`config.mk`:
```
export PLATFORM = sky130hd
export DESIGN_NAME = as_ctrl
export DESIGN_NICKNAME = d
export VERILOG_FILES = /design/src/rtl/as_ctrl.sv
export SDC_FILE = /design/constraint.sdc
export NUM_CORES = 1
export LEC_CHECK = 0
export BUFFER_PORTS_ARGS = -buffer_cell sky130_fd_sc_hd__buf_2
export CORE_MARGIN = 1
export CORE_UTILIZATION = 49
export DETAILED_ROUTE_END_ITERATION = 16
export PLACE_DENSITY_LB_ADDON = 0.3
export SLEW_MARGIN = 20
export SYNTH_ARGS = -nofsm -noshare
export SYNTH_HDL_FRONTEND = slang
export SYNTH_SLANG_ARGS = --single-unit
```
`constraint.sdc`:
```
create_clock -name clk -period 2 [get_ports clk]
set_input_delay 0.4 -clock clk [delete_from_list [all_inputs] [get_ports clk]]
set_output_delay 0.4 -clock clk [all_outputs]
set_load 0.1 [all_outputs]
```
`src/rtl/as_ctrl.sv`:
```
// as_ctrl -- FETCH/EXEC/HALT sequencer for a small accumulator/register datapath.
//
// Fetches 20-bit instruction words over a request/acknowledge port and decodes
// them into one cycle of ALU/register-file control, or several cycles for
// WAITSW. Instruction layout: op=[19:16], rd=[14:12], rs=[10:8], imm=[7:0].
//
// Ports
//   clk, reset            clock; synchronous active-high reset
//   imem_req/imem_addr    fetch request and address (address is always PC)
//   imem_ack/imem_data    fetch completion and instruction word
//   z                     ALU zero flag, consulted by BZ/BNZ/WAITSW
//   rd_addr, rs_addr      register file addresses (rd is also write address)
//   immediate             IR.imm, zero-extended or truncated to n bits
//   add_a_sel .. reg_we   datapath controls, active only in EXEC
//   halted                high in HALT
//   illegal               sticky flag set by opcodes 10-14
module as_ctrl #(
  parameter int n  = 8,
  parameter int pw = 8
) (
  input  logic          clk,
  input  logic          reset,
  output logic          imem_req,
  output logic [pw-1:0] imem_addr,
  input  logic          imem_ack,
  input  logic [19:0]   imem_data,
  input  logic          z,
  output logic [2:0]    rd_addr,
  output logic [2:0]    rs_addr,
  output logic [n-1:0]  immediate,
  output logic          add_a_sel,
  output logic          add_b_sel,
  output logic          acc_en,
  output logic          acc_add,
  output logic          in_en,
  output logic          reg_we,
  output logic          halted,
  output logic          illegal
);

  typedef enum logic [1:0] {
    S_FETCH = 2'd0,
    S_EXEC  = 2'd1,
    S_HALT  = 2'd2
  } state_t;

  localparam logic [3:0] OP_ADD    = 4'd1;
  localparam logic [3:0] OP_ADDI   = 4'd2;
  localparam logic [3:0] OP_MACC   = 4'd3;
  localparam logic [3:0] OP_LDACC  = 4'd4;
  localparam logic [3:0] OP_IN     = 4'd5;
  localparam logic [3:0] OP_BZ     = 4'd6;
  localparam logic [3:0] OP_BNZ    = 4'd7;
  localparam logic [3:0] OP_J      = 4'd8;
  localparam logic [3:0] OP_WAITSW = 4'd9;
  localparam logic [3:0] OP_HALT   = 4'd15;

  state_t        state_q, state_d;
  logic [pw-1:0] pc_q, pc_d;
  logic [19:0]   ir_q, ir_d;
  logic          illegal_q, illegal_d;

  logic [3:0]    op;
  logic [n-1:0]  imm_ext;
  logic [pw-1:0] target;
  logic [pw-1:0] pc_inc;

  // Bits 15 and 11 of the instruction carry no meaning.
  logic unused_ir_bits;
  assign unused_ir_bits = ir_q[15] ^ ir_q[11];

  assign op     = ir_q[19:16];
  assign pc_inc = pc_q + pw'(1);  // natural wrap from 2^pw-1 to 0

  // The 8-bit immediate feeds both the datapath (n bits) and the branch
  // target (pw bits); each is zero-extended or truncated independently.
  generate
    if (n > 8) begin : g_imm_wide
      assign imm_ext = {{(n-8){1'b0}}, ir_q[7:0]};
    end else begin : g_imm_narrow
      assign imm_ext = ir_q[n-1:0];
    end
    if (pw > 8) begin : g_tgt_wide
      assign target = {{(pw-8){1'b0}}, ir_q[7:0]};
    end else begin : g_tgt_narrow
      assign target = ir_q[pw-1:0];
    end
  endgenerate

  assign imem_addr = pc_q;
  assign illegal   = illegal_q;

  always_ff @(posedge clk) begin
    if (reset) begin
      state_q   <= S_FETCH;
      pc_q      <= '0;
      ir_q      <= '0;
      illegal_q <= 1'b0;
    end else begin
      state_q   <= state_d;
      pc_q      <= pc_d;
      ir_q      <= ir_d;
      illegal_q <= illegal_d;
    end
  end

  always_comb begin
    state_d   = state_q;
    pc_d      = pc_q;
    ir_d      = ir_q;
    illegal_d = illegal_q;
    imem_req  = 1'b0;
    rd_addr   = '0;
    rs_addr   = '0;
    immediate = '0;
    add_a_sel = 1'b0;
    add_b_sel = 1'b0;
    acc_en    = 1'b0;
    acc_add   = 1'b0;
    in_en     = 1'b0;
    reg_we    = 1'b0;
    halted    = 1'b0;

    // Outputs are forced quiet during reset whatever the current state; the
    // next-state values are irrelevant then because the register resets.
    if (!reset) begin
      unique case (state_q)
        S_FETCH: begin
          imem_req = 1'b1;
          if (imem_ack) begin
            ir_d    = imem_data;
            state_d = S_EXEC;
          end
        end
        S_EXEC: begin
          rd_addr   = ir_q[14:12];
          rs_addr   = ir_q[10:8];
          immediate = imm_ext;
          state_d   = S_FETCH;
          pc_d      = pc_inc;
          case (op)
            OP_ADD:   reg_we = 1'b1;
            OP_ADDI:  begin add_b_sel = 1'b1; reg_we = 1'b1; end
            OP_MACC:  begin acc_en = 1'b1; acc_add = 1'b1; end
            OP_LDACC: begin add_b_sel = 1'b1; acc_en = 1'b1; end
            OP_IN:    begin in_en = 1'b1; reg_we = 1'b1; end
            OP_BZ:    if (z) pc_d = target;
            OP_BNZ:   if (!z) pc_d = target;
            OP_J:     pc_d = target;
            OP_WAITSW: begin
              add_a_sel = 1'b1;
              rs_addr   = 3'd0;
              // Spin in EXEC with controls held until the zero flag drops.
              if (z) begin
                state_d = S_EXEC;
                pc_d    = pc_q;
              end
            end
            OP_HALT: begin
              state_d = S_HALT;
              pc_d    = pc_q;
            end
            4'd10, 4'd11, 4'd12, 4'd13, 4'd14: illegal_d = 1'b1;
            default: ;  // NOP
          endcase
        end
        S_HALT: halted = 1'b1;
        default: state_d = S_FETCH;
      endcase
    end
  end

endmodule

```
==> results.md <==
* Die X at 58.20 um
* Syn Inst Count at 200
* Mapped cell area at 1548 sq um
* Multi-input gate area at 978.4 sq um
* RSZ-0062 raised after global routing: true
* Starting density of the core at 0.5112
* Tcrit/Tclk final at 1.011
* Tmin final at ~2.0 ns
* Sequential-to-total area share from yosys stat at 0.3751
* CTS tree: done
* Grt ovf at 0
* Grt met2 use at 0.4302
* Fin nets at 287
* Post-synth cell types at between 40 and 50
* Post-synth top cells: nand2_1 (44), dfxtp_1 (29), a21oi_1 (21)
* Combinational family with the most area after synthesis: simple AND/OR/NAND/NOR gates
* GRT busiest layer: met2
* Synthesized net count at 225
* Clock Skew at 0.01084 ns
* First-pass DRT Iterations at 5
* Compound-cell area share of the yosys netlist at 0.1576
* GR Layer Usage met1 at 0.3440
* Total Die Area at 3387 sq um
* Vias in the first global route at 1,516
* Synth area leaders: dfxtp_1 (38%), nand2_1 (11%), a21oi_1 (6.8%)
* Post-synth ARST share at 0
* Antenna violations before repair at 0
* Top-area cell type share of the netlist area at 0.3751
* Worst Hold Class: in -> reg
* First-pass GRT wire length at ~7 mm
* Worst R2R Path Depth at 7
* Slew Limit Fails at 0
* Post-Synth XOR/XNOR Area at 0.005659
* IR drop worst, VDD at between 0.5 and 0.6 mV
* Register cell area after layout at 598.1 sq um
* Hold path depth at 3
* Vert. Die Dim at between 50 and 60 um
* Pre-CTS setup slack at roughly 0.12 ns
* Pin count of the biggest net entering global routing at 22
* Buffer depth of the longest clock path at 2
* Fill count at approximately 190
* Total CTS buffers at 5
* Root buf cell: clkbuf_4
* Core area at 3028 sq um
* Diodes inserted at 0
* Req. time, crit path at 1.60 ns
* Placement row count at 20
* P per Cell Area at 586.5 nW/um^2
* Final hold slack at ~0.29 ns
* Ys flop type: dfxtp_1
* Wirelength per Cell at approximately 15 um
* Detailed placement HPWL at 2.758 mm
* Kind of critical path: reg -> out
* Max-cap violations at 0
* DRT antenna net count at 0
* Finish-stage setup viols at 1
* Met3 Track Usage GR at 0.08929
* Io pins at 55
* Post-synthesis adder-cell area fraction at 0.008084
* Num Clock Sinks at 29
* Final Hold Viols at 0
* Setup TNS at -0.02126 ns
* Largest fanout on the critical path at 5
* Iter 0 DRT Violations at 124
* Drt via density at 5.518
* Fmax at 0.4947 GHz
* Failing checks: setup timing
* Layout cell share with drive strength beyond 1 at 0.4525
* Mean Syn Cell Area at just under 8 sq um
* Htree depth at 2
* Port Buffer Count at 52
* Clock Latency Late Sink at 0.34 ns
* Status: finished, violations left
* Post-synth EDFFs at 0
* Syn. warnings at 0
* Post-synth top area cell: dfxtp_1
* Post-Route WL at approximately 4.6 mm
* CP endpoint kind: output port
* CP arrival at about 1.6 ns
* #FFs+latches synth at 29
* Area Growth Syn to Fin at 58.29%
* Placer Congestion at slightly below 0.9
* CTS clk-pin slew, worst paths at roughly 0.10 ns
* DRC Markers at 0
* Via Count at approximately 1,700
* Setup ws final at -0.02126 ns
* Simple-Gate Fraction of Synth Area at 0.4010
* Leakage power at 1.008 nW
* Multiplexer share of the synthesized area at 0
* Gr usage total at 0.2674
* Headroom to the max-slew limit at 0.5403
* Top-count cell post-synth: nand2_1
* Critical path launch point type: flip-flop
* Worst-Margin Slew at 0.6895 ns
[path summary, 6_finish.rpt]
path / start / endpoint / slack, ns
min: imem_data[9] / ir_q[9] / 0.29
min reg2reg: ir_q[9] / ir_q[9] / 0.46
max: state_q[1] / add_b_sel / -0.02
max reg2reg: ir_q[16] / imem_addr[2] / 0.23
[through the flow]
step | util | std cells | total power [mW] | area (sq um)
after floorplan | - | 200 | 0.8250 | 1604
after CTS | 0.7901 | 303 | 1.420 | 2392
final | 0.8091 | 307 | 1.437 | 2450
after global routing | 0.8091 | 307 | 1.491 | 2450
after global placement | 0.7421 | 292 | 0.9039 | 2247
after detailed placement | 0.7421 | 292 | 0.9080 | 2247
[cell type report]
class	count	share of cell area
Sequential cell	29	0.2441
Timing Repair Buffer	69	0.2962
Inverter	1	0.001532
Tap cell	44	0.02247
Clock inverter	2	0.01532
Multi-Input combinational cell	156	0.3994
Clock buffer	6	0.02094
[routing by layer]
| metal | vias up | part of all wire |
|---|---|---|
| met5 | - | 0 |
| met4 | 0 | 0.015 |
| met3 | 12 | 0.063 |
| met2 | 69 | 0.50 |
| met1 | 789 | 0.43 |
| li1 | 824 | - |
[layout by cell type, fill, tap and decap left out, types with 6 or more instances in the layout]
| master | instances |
|---|---|
| nand2_1 | 44 |
| buf_2 | 30 |
| buf_12 | 22 |
| dfxtp_1 | 21 |
| a21oi_1 | 20 |
| buf_4 | 15 |
| and2_2 | 10 |
| nand3_1 | 10 |
| nor2_1 | 6 |
| nand4_1 | 6 |
[repair_timing]
action                     4_1_cts  5_1_grt
setup endpoints to repair       20       20
resized for setup               13       11
pin swaps                        3        7
gates cloned                     0        1
buffers inserted                 3        3
hold buffers                     0        0
[where the power goes]
part | switching [mW] | internal (mW)
Combinational | 0.183 | 0.101
Clock | 0.223 | 0.297
Sequential | 0.0293 | 0.604
Total | 0.435 | 1.00
[critical path, cell delays in order, from the launching register on]
cell and delay (ns):
dfxtp_2 0.34, nand2b_4 0.14, or3_4 0.40, nor3_4 0.22, buf_12 0.20
[state kept, by name, indices dropped and copies added (netlist names)]
signal / cells
imem_addr: 8
state_q: 2
ir_q: 18
illegal: 1
[logic make-up after synthesis]
| kind of cell | count (synthesis) |
|---|---|
| and+or+nand+nor | 116 |
| AOI/OAI and AO/OA | 38 |
| DFF | 29 |
| buffers and inverters | 15 |
| xor gates and xnor gates | 1 |
| adders and majority gates | 1 |
Power figures use the tool's default switching activity.
